## src/rtl/serial_add_ctrl.sv

```systemverilog
// rtl/serial_add_ctrl.sv - bit-serial adder controller driving a single shared full-adder cell

// Single 1-bit full-adder cell; carry-out is the true majority of x, y, c.
module serial_add_fa (
    input  logic x,
    input  logic y,
    input  logic c,
    output logic s,
    output logic c_next
);

    assign s      = x ^ y ^ c;
    assign c_next = (x & y) | (c & (x ^ y));

endmodule

// Sequences the FA cell over WIDTH bits, LSB first, one bit per clock.
module serial_add_ctrl #(
    parameter int WIDTH = 8
) (
    input  logic             clk,
    input  logic             rst,
    input  logic             start,
    input  logic [WIDTH-1:0] a,
    input  logic [WIDTH-1:0] b,
    input  logic             ci,
    output logic             busy,
    output logic             done,
    output logic [WIDTH-1:0] sum,
    output logic             co
);

    // Counter just wide enough to index WIDTH bit positions.
    localparam int CW = (WIDTH > 1) ? $clog2(WIDTH) : 1;
    localparam logic [CW-1:0] CNT_LAST = CW'(WIDTH - 1);
    localparam logic [CW-1:0] CNT_ONE  = CW'(1);

    typedef enum logic [1:0] {
        ST_IDLE = 2'd0,
        ST_RUN  = 2'd1,
        ST_DONE = 2'd2
    } state_t;

    state_t           state_q, state_d;
    logic [WIDTH-1:0] a_sh_q,  a_sh_d;
    logic [WIDTH-1:0] b_sh_q,  b_sh_d;
    logic [WIDTH-1:0] res_q,   res_d;
    logic             carry_q, carry_d;
    logic [CW-1:0]    cnt_q,   cnt_d;
    logic [WIDTH-1:0] sum_q,   sum_d;
    logic             co_q,    co_d;

    logic             fa_s;
    logic             fa_c;
    logic [WIDTH-1:0] res_next;
    logic             cnt_last;

    // The one shared FA cell always sees the current LSBs and the carry flop.
    serial_add_fa u_fa (
        .x      (a_sh_q[0]),
        .y      (b_sh_q[0]),
        .c      (carry_q),
        .s      (fa_s),
        .c_next (fa_c)
    );

    // Each new sum bit enters at the MSB so bit 0 lands at the LSB after WIDTH shifts.
    assign res_next = {fa_s, res_q[WIDTH-1:1]};
    assign cnt_last = (cnt_q == CNT_LAST);

    // State register and datapath flops; reset discards any partial result.
    always_ff @(posedge clk or posedge rst) begin
        if (rst) begin
            state_q <= ST_IDLE;
            a_sh_q  <= '0;
            b_sh_q  <= '0;
            res_q   <= '0;
            carry_q <= 1'b0;
            cnt_q   <= '0;
            sum_q   <= '0;
            co_q    <= 1'b0;
        end else begin
            state_q <= state_d;
            a_sh_q  <= a_sh_d;
            b_sh_q  <= b_sh_d;
            res_q   <= res_d;
            carry_q <= carry_d;
            cnt_q   <= cnt_d;
            sum_q   <= sum_d;
            co_q    <= co_d;
        end
    end

    // Next-state and datapath update; start is honoured only in IDLE or DONE.
    always_comb begin
        state_d = state_q;
        a_sh_d  = a_sh_q;
        b_sh_d  = b_sh_q;
        res_d   = res_q;
        carry_d = carry_q;
        cnt_d   = cnt_q;
        sum_d   = sum_q;
        co_d    = co_q;

        case (state_q)
            ST_IDLE, ST_DONE: begin
                if (start) begin
                    a_sh_d  = a;
                    b_sh_d  = b;
                    res_d   = '0;
                    carry_d = ci;
                    cnt_d   = '0;
                    state_d = ST_RUN;
                end else begin
                    state_d = ST_IDLE;
                end
            end

            ST_RUN: begin
                res_d   = res_next;
                a_sh_d  = a_sh_q >> 1;
                b_sh_d  = b_sh_q >> 1;
                carry_d = fa_c;
                if (cnt_last) begin
                    // Final bit: publish result; counter holds rather than wrapping.
                    sum_d   = res_next;
                    co_d    = fa_c;
                    state_d = ST_DONE;
                end else begin
                    cnt_d = cnt_q + CNT_ONE;
                end
            end

            default: begin
                state_d = ST_IDLE;
            end
        endcase
    end

    assign busy = (state_q == ST_RUN);
    assign done = (state_q == ST_DONE);
    assign sum  = sum_q;
    assign co   = co_q;

endmodule

```

## config.mk

```make
export PLATFORM = sky130hd
export DESIGN_NAME = serial_add_ctrl
export DESIGN_NICKNAME = d
export VERILOG_FILES = /design/src/rtl/serial_add_ctrl.sv
export SDC_FILE = /design/constraint.sdc
export NUM_CORES = 1
export LEC_CHECK = 0
export ABC_CLOCK_PERIOD_IN_PS = 1900
export CAP_MARGIN = 40
export CORE_MARGIN = 8
export CORE_UTILIZATION = 50
export DETAILED_ROUTE_END_ITERATION = 8
export PLACE_DENSITY = 0.75
export SYNTH_ARGS = -nofsm -noshare
export SYNTH_HDL_FRONTEND = slang
export SYNTH_SLANG_ARGS = --single-unit
```

## constraint.sdc

```tcl
create_clock -name clk -period 1.9 [get_ports clk]
set_input_delay 0.475 -clock clk [delete_from_list [all_inputs] [get_ports clk]]
set_output_delay 0.475 -clock clk [all_outputs]
set_load 0.02 [all_outputs]
```

==> summary.md <==
| Metric | Value |
|---|---|
| Status | completed |
| Clock Skew | about 0.011 ns |
| Via count | ~1300 |
| Worst-path clk slew | approximately 0.080 ns |
| Clock Root Buffer | clkbuf_8 |
| Mapped Cells | 170 |
| Period minus WS final | 1.75 ns |
| Worst path bufs/invs | 1 |
| Post-Place Cells | between 200 and 250 |
| Setup CP Type | reg -> out |
| Fmax | 0.571 GHz |
| Per-cell routed wire length | roughly 15 um |
| Finish-stage setup viols | 0 |
| IO Pins | 31 |
| Antenna Nets Post-Route | 0 |
| GR Util met2 | 0.211 |
| Worst Setup End Kind | output port |
| Tot Pwr | just under 4 mW |
| Post-Layout Cell Count | 250 |
| Post-DP Area | 2300 sq um |
| Most common cell after layout, fill and taps aside | dfrtp_1 |
| Global placer's final weighted congestion | about 0.77 |
| Delay of the slowest critical-path stage | 0.61 ns |
| Slew @ Worst Pin | just under 0.5 ns |
| M3 GR Usage | 0.0530 |
| Detail Placement HPWL | 2.60 mm |
| CP arrival | 1.28 ns |
| Syn_nets | 193 |
| Critical-path top delay cell | clkdlybuf4s50_1 |
| First-pass GRT wire length | 6.33 mm |
| Die Ht | approximately 79 um |
| Remaining Overflow, GRT | 0 |
| Final Hold Fails | 0 |
| Crit path max-delay family | buffers and inverters |
| Fin util | 0.624 |
| Drt first pass iters | 4 |
| Vias in the first global route | roughly 1400 |
| Fin area | 2440 sq um |
| Worst EP required | 1.42 ns |
| Row count | 23 |
| Total GRT Usage | 0.125 |
| CTS max path bufs | 2 |
| Final setup TNS | 0 ns |
| FF+latch count, synth | 38 |
| Most frequent cells in the layout | 38 x dfrtp_1, 28 x clkdlybuf4s50_1, 18 x mux2i_1 |
| Setup WS pre-CTS | roughly 0.20 ns |
| Worst Hold Class | reg -> reg |
| Setup crit start kind | flop |
| Worst-Skew Late Latency | 0.29 ns |
| Die width | 78.8 um |
| Worst VDD drop | 0.000902 V |
| Leak | 1.05 nW |
| Post-route setup slack | about 0.15 ns |
| Routed WL | 3.76 mm |
| Fin crit share | 0.921 |
| DR iter-0 viols | 144 |
| Area Overhead vs Synth | 23.6% |
| CTS tree | yes |
| Final nets | 222 |
| Avg Synthesized Cell Area | 11.6 sq um |
| Crit-path cells | clkdlybuf4s50_1 |
| Met1 usage | 0.143 |
| Vias per cell | roughly 5.4 |
| Pwr Density | roughly 1600 nW/um^2 |
| Syn Std Cell Area | just under 2000 sq um |
| RSZ-0062 raised after global routing | false |
| Post-synth cell types | 25 |
| Fraction of the yosys area taken by sequential cells | 0.482 |
| Clk sink count | 38 |
| YS warnings | 0 |
| Hold slack | 0.501 ns |
| Total core area | 3910 sq um |
| Layout cells sized above 1 | 0.165 |
| Rel. slew slack | 0.679 |
| Largest net degree at the start of global routing | 41 |
| CTS Buf Count | 5 |
| DIE AREA | 6220 sq um |
| Drt drc | 0 |
| Initial antenna violation count | 0 |
| GRT busiest layer | met2 |
| Antenna diode count | 0 |
| Top post-synthesis cells by area | dfrtp_1 48%, mux2i_1 9.1%, mux2_4 6.8% |
| Port Buffer Count | 30 |
| Synth area leader | dfrtp_1 |
| Crit path max fanout | 2 |
| Starting Density | 0.504 |
| Maxcap violations | 0 |
| H-tree levels | 2 |
| Postcts setup bufs | 0 |
| Synth top area share | 0.482 |
| Max-slew violations | 0 |
==> logic make-up (layout without fill, tap and decap cells) <==
kind of cell / count (synthesis) / count (layout) / share of synthesized area
buffers and inverters: 16 / 46 / 0.0494
AO/OA/AOI/OAI: 41 / 41 / 0.127
AND/OR/NAND/NOR: 36 / 36 / 0.108
multiplexers: 36 / 36 / 0.211
flip-flops: 38 / 38 / 0.482
adder cells (fa/ha/maj): 3 / 3 / 0.0228
==> cell type report <==
| class | count | area [sq um] |
|---|---|---|
| fill | 326 | 1470 |
| tap | 50 | 62.6 |
| timing repair buffer | 35 | 348 |
| clock inverter | 2 | 60.1 |
| clock buffer | 6 | 82.6 |
| inverter | 3 | 11.3 |
| multi-input combinational | 116 | 926 |
| sequential | 38 | 951 |
==> where the power goes <==
part	total, mW	internal [mW]	switching (mW)	leakage [nW]
Combinational	1.57	0.866	0.705	0.511
Sequential	1.45	1.18	0.275	0.469
Clock	0.836	0.560	0.276	0.0714
Total	3.86	2.60	1.26	1.05
==> per-layer routing <==
layer  share of wire  vias up
met5               0        -
met4          0.0029        0
met3           0.045        2
met2            0.51       25
met1            0.44      662
li1                -      656
==> timing repair <==
action                                  in CTS  in global routing
gates resized for setup                      2                  0
endpoints found under the setup margin       2                  0
hold buffers                                 0                  0
==> synthesized netlist by cell type <==
master     n
mux2i_1   18
a22o_1     2
nand2_1    7
buf_2      6
buf_8      1
inv_1      3
nand3_1    3
buf_6      2
mux2_4     9
dfrtp_1   38
nand2_4    1
nor2b_1   16
clkbuf_1   3
nor2_2     1
a21oi_1   15
nor2b_4    1
buf_4      1
mux2_2     8
fa_1       1
mux2_1     1
ha_1       2
a211oi_1  15
nand2b_1   6
nor2_1     1
o21ai_0    9
==> registers in the layout, indices dropped and copies added, names as in the netlist <==
name	flops
carry_q	1
sum	8
co	1
state_q	2
res_q	7
cnt_q	3
b_sh_q	8
a_sh_q	8
==> path summary, 6_finish.rpt <==
kind                          start        end  slack, ns  cells past startpoint
setup reg to reg           cnt_q[0]   cnt_q[2]       0.25                      5
max in group asynchronous       rst  b_sh_q[0]       0.97                      3
min in group asynchronous       rst         co       0.60                      3
hold / removal             cnt_q[0]   cnt_q[0]       0.50                      1
setup / recovery                 co         co       0.15                      1
hold reg to reg            cnt_q[0]   cnt_q[0]       0.50                      1
(Power assumes the default switching activity.)
==> variant 1, RTL diff (same settings) <==
`a_sh_q` no longer has a reset.
--- a/src/rtl/serial_add_ctrl.sv
+++ b/src/rtl/serial_add_ctrl.sv
@@ -73,5 +73,4 @@
         if (rst) begin
             state_q <= ST_IDLE;
-            a_sh_q  <= '0;
             b_sh_q  <= '0;
             res_q   <= '0;
@@ -82,5 +81,4 @@
         end else begin
             state_q <= state_d;
-            a_sh_q  <= a_sh_d;
             b_sh_q  <= b_sh_d;
             res_q   <= res_d;
@@ -90,4 +88,8 @@
             co_q    <= co_d;
         end
+    end
+
+    always_ff @(posedge clk) begin
+        a_sh_q <= a_sh_d;
     end
 
Formal check against the unedited RTL: no difference found for any inputs over 10 cycles, from zero or initial values and one cycle with rst high; that may be too few to reach the edited logic, so the function may still have changed.
==> variant 1 against the unedited design <==
Sequential cell count unchanged. Die area shrank 11%. Total power shrank 14%. Synthesized area fell by 14%. Via count down 12%. Cell area decreased by 14%. Global-route usage up 1.2 points. Worst setup slack got worse by 59 ps. Wire length shrank 15%.
==> variant 1: results (changes against the unedited design) <==
----------------------------------------------------
[Timing]
  Worst clock skew on the final layout ... 5.35 ps (-5.77 ps)
  Slew margin rel. ... 74.7% (+6.8 points)

[Placed design]
  Detailed Place HPWL ... 2470 um (-5.2%)
  Worst-case setup slack after placement ... 89.6 ps (-108 ps)
  RD Place Congestion ... 0.724 (-5.4%)

[Drt]
  Wire length on met1 ... 1380 um (-17%)
  Routed WL ... 3210 um (-15%)
  Highest metal layer used by the detailed router ... met4
  Total number of vias ... 1186 (-12%)
  WL met2 ... 1600 um (-16%)
  Number of violations reported at the end of detailed-routing iteration 0 ... 73 (-49%)
  DR pass1 iterations ... 4 (unchanged)
  Met3 Wirelength ... 142 um (-16%)

[Synth]
  Number of enable-type register cells in the synthesized netlist ... 8 (+8)
  Distinct cells, synth ... 33 (+32%)
  Post-synth net total ... 169 (-12%)
  Share of synthesized area occupied by flip-flops and latches ... 58.5% (+10 points)
  Average instance area after synthesis ... 11.6 um^2 (about the same)
  Biggest area contributors in the synthesized netlist ... sky130_fd_sc_hd__dfrtp_1 (44%), sky130_fd_sc_hd__edfxtp_1 (14%), sky130_fd_sc_hd__nand2_1 (6.2%)
  List of most frequent post-synthesis cells ... sky130_fd_sc_hd__dfrtp_1 (30), sky130_fd_sc_hd__nand2_1 (28), sky130_fd_sc_hd__mux2_2 (9), sky130_fd_sc_hd__edfxtp_1 (8)
  Ys async rst share ... 78.9% (-21 points)

[Critical path]
  Biggest cell delay along the critical path ... 440 ps (-170 ps)
  CP arrival ... 1330 ps (+50 ps)
  Setup slack of the most critical reg-to-reg path ... 330 ps (+80 ps)
  Slowest cell on crit path ... sky130_fd_sc_hd__dfrtp_1
  Biggest fanout along the worst timing path ... 6 (+4)
  Launching point of the worst reg2reg path ... state_q[1]
  R2R Path End ... sum[3]

[Run status]
  Run status ... completed

[Power and ir drop]
  Worst supply voltage drop on vdd ... 605 uV (-33%)
  Switch share ... 36.1% (+3.5 points)
  Cell leakage power ... 0.000933 uW (-11%)

[GRT]
  All-layer global routing usage ... 13.7% (+1.2 points)
  Global-route wire length before repair ... 5590 um (-12%)
  Number of global-route vias before repair ... 1251 (-12%)
  Pin count of the biggest net entering global routing ... 31 (-24%)

[Clock network]
  Clock root buffer ... sky130_fd_sc_hd__clkbuf_4
  Source-to-sink clock delay at the later pin of the worst-skew pair ... 340 ps (+50 ps)
  Clock slew seen by the registers of the worst setup and hold paths ... 100 ps (+20 ps)
  Clk buf depth ... 2 (unchanged)

[Layout]
  Ratio of cells with drive above 1 in the final layout ... 14.1% (-2.4 points)
  Number of nets in the layout ... 206 (-7.2%)
  Count of fill cells added during filler insertion ... 286 (-12%)

[Worst hold path]
  Worst hold path startpoint ... sum[2]
  Hold worst-path end ... sum[2]

----------------------------------------------------
==> variant 1: changes by cell type after synthesis, moves of 8 or more <==
cell / before / now
sky130_fd_sc_hd__a21oi_1: 15 / 3
sky130_fd_sc_hd__a211oi_1: 15 / 3
sky130_fd_sc_hd__edfxtp_1: 0 / 8
sky130_fd_sc_hd__mux2_4: 9 / 0
sky130_fd_sc_hd__dfrtp_1: 38 / 30
sky130_fd_sc_hd__mux2i_1: 18 / 4
sky130_fd_sc_hd__nand2_1: 7 / 28
sky130_fd_sc_hd__nor2b_1: 16 / 4
==> variant 1: layout make-up <==
| type | count | area (um^2) | area share, % |
|---|---|---|---|
| sequential | 38 | 991 | 47.3 |
| multi-input combinational | 96 | 626 | 29.9 |
| timing repair buffer | 38 | 358 | 17.1 |
| tap | 46 | 57.6 | 2.75 |
| clock buffer | 8 | 48.8 | 2.33 |
| inverter | 4 | 15.0 | 0.716 |
==> variant 1: power groups by stage <==
stage                     clock network [uW]  logic, uW  registers, uW
final                                    389       1430           1500
after global routing                     433       1620           1560
after CTS                                406       1450           1510
after detailed placement                   0       1460           1530
after global placement                     0       1400           1500
after floorplan                            0        932           1560
==> variant 1: stage by stage <==
step	util [%]	std cells	hold slack [ps]	power [uW]	instance area [um^2]
after floorplan	-	146	453	2500	1690
after global placement	62.4	222	472	2900	2050
after detailed placement	62.4	222	483	2990	2050
after CTS	63.8	230	507	3370	2100
after global routing	63.8	230	529	3610	2100
final	63.8	230	500	3320	2100
==> variant 1: logic make-up (layout without fill, tap and decap cells) <==
family | Yosys count | count (layout) | share of synthesized area (%)
buffers and inverters | 12 | 50 | 4.58
flip-flops | 38 | 38 | 58.5
multiplexers | 15 | 15 | 9.68
AO/OA/AOI/OAI | 21 | 21 | 8.34
AND/OR/NAND/NOR | 57 | 57 | 16.2
adder cells (fa/ha/maj) | 3 | 3 | 2.66
==> variant 1: how the worst max path moves through the flow <==
stage / start / endpoint / slack, ps / depth (start not counted)
floorplan: state_q[1] / busy / 460 / 5
global placement: start / a_sh_q[7] / 130 / 4
detailed placement: start / a_sh_q[3] / 90 / 4
CTS: co / co / 60 / 1
global route: co / co / 40 / 1
finish: state_q[1] / busy / 90 / 3
==> variant 1: layer usage <==
metal | vias up | global-route usage, %
met4 | 0 | 9.13
met5 | - | 0
li1 | 576 | -
met1 | 577 | 15.3
met2 | 26 | 22.9
met3 | 7 | 3.37
==> variant 1: worst max-delay path: cells and delay by family, from the launching register on <==
kind / cells / cell delay (ps)
flops: 1 / 440
buf+inv: 2 / 390
simple gates: 1 / 170
==> variant 2, RTL diff (same flow settings) <==
Made on the original files. Change the parameter `WIDTH` from 8 to 16.
--- a/src/rtl/serial_add_ctrl.sv
+++ b/src/rtl/serial_add_ctrl.sv
@@ -17,5 +17,5 @@
 // Sequences the FA cell over WIDTH bits, LSB first, one bit per clock.
 module serial_add_ctrl #(
-    parameter int WIDTH = 8
+    parameter int WIDTH = 16
 ) (
     input  logic             clk,
Ports: changed (resized a, b and sum); port bits go from 31 to 55. The function was not compared with the original's and may differ.
==> variant 2 against the unedited design <==
Clock skew is 1.6 ps lower. Synthesized area is 49% higher. Fmax is 4.9% lower. Register-to-register slack hardly changed. Cell area is 53% higher. Total power is 61% higher. Core utilization is 1.9 points higher. Wire length is 63% higher. Worst setup slack worse by 90 ps. Sequential cell count is 33 higher. Count of clock-buffer cells in the layout is 4 higher. Combinational power is 51% higher. Critical path type unchanged. Highest routed layer unchanged.
==> variant 2: results (changes against the unedited design) <==
----------------------------------------------------
[Placed design]
  RD Place Congestion ... 0.707 (-7.6%)
  Count of buffers inserted at the top-level ports ... 54 (+80%)
  Detailed Place HPWL ... 4050 um (+55%)

[Clock network]
  Source-to-sink clock delay at the later pin of the worst-skew pair ... 330 ps (+40 ps)
  Clock sinks ... 71 (+87%)
  H-tree Lvls ... 3 (+1)

[Critical path]
  Biggest cell delay along the critical path ... 440 ps (-170 ps)
  Setup crit end ... done
  CP arrival ... 1360 ps (+80 ps)
  Slowest cell on crit path ... sky130_fd_sc_hd__dfrtp_1
  Category of cells accounting for the largest share of critical-path delay ... flip-flops

[Run status]
  Run status ... completed

[Layout]
  Number of nets in the layout ... 333 (+50%)
  Non-clock inverter total of the final layout ... 2 (-1)
  Clock network contribution to total cell area ... 5.52% (-0.32 points)
  Non-clk bufs ... 62 (+77%)
  Ratio of cells with drive above 1 in the final layout ... 16.0% (-0.50 points)
  Number of combinational gates with multiple inputs ... 149 (+28%)

[GRT]
  All-layer global routing usage ... 15.0% (+2.5 points)
  Met2 Usage GRT ... 22.9% (+1.8 points)
  Number of global-route vias before repair ... 2090 (+47%)
  Global-route wire length before repair ... 10300 um (+63%)

[Synth]
  Distinct cells, synth ... 29 (+16%)
  Share of synthesized area occupied by flip-flops and latches ... 60.4% (+12 points)
  Post-synth net total ... 279 (+45%)

[Drt]
  WL met2 ... 3010 um (+58%)
  Wire length on met1 ... 2870 um (+72%)
  Wire length per cell after detailed routing ... 16.4 um (+9.0%)
  Via count normalized by instance count ... 5.47 (+1.7%)

[Timing]
  Slew margin rel. ... 64.9% (-3.0 points)

[Worst hold path]
  Worst hold path startpoint ... sum[15]

----------------------------------------------------
## variant 2: stage by stage
step | instances | total power [uW] | instance area (um^2) | setup slack [ps] | hold WS, ps
2_1_floorplan | 241 | 4300 | 2950 | 457 | 466
3_3_place_gp | 359 | 4930 | 3530 | 78.7 | 486
3_5_place_dp | 359 | 5030 | 3530 | 117 | 486
4_1_cts | 375 | 6280 | 3740 | 27.8 | 514
5_1_grt | 375 | 6630 | 3740 | 12.2 | 528
6_report | 375 | 6210 | 3740 | 60.1 | 507
## variant 2: cell families after synthesis
family                   Yosys count  synth area share (%)
buffers and inverters             21                  4.89
XOR/XNOR                           1                 0.298
adder cells (fa/ha/maj)            2                  1.11
multiplexers                      19                  8.33
flip-flops                        71                  60.4
AO/OA/AOI/OAI                     50                  12.1
AND/OR/NAND/NOR                   77                  12.9
## variant 2: where the power goes
part	internal, uW	switching, uW
Combinational	1160	1210
Sequential	2190	434
Clock	649	574
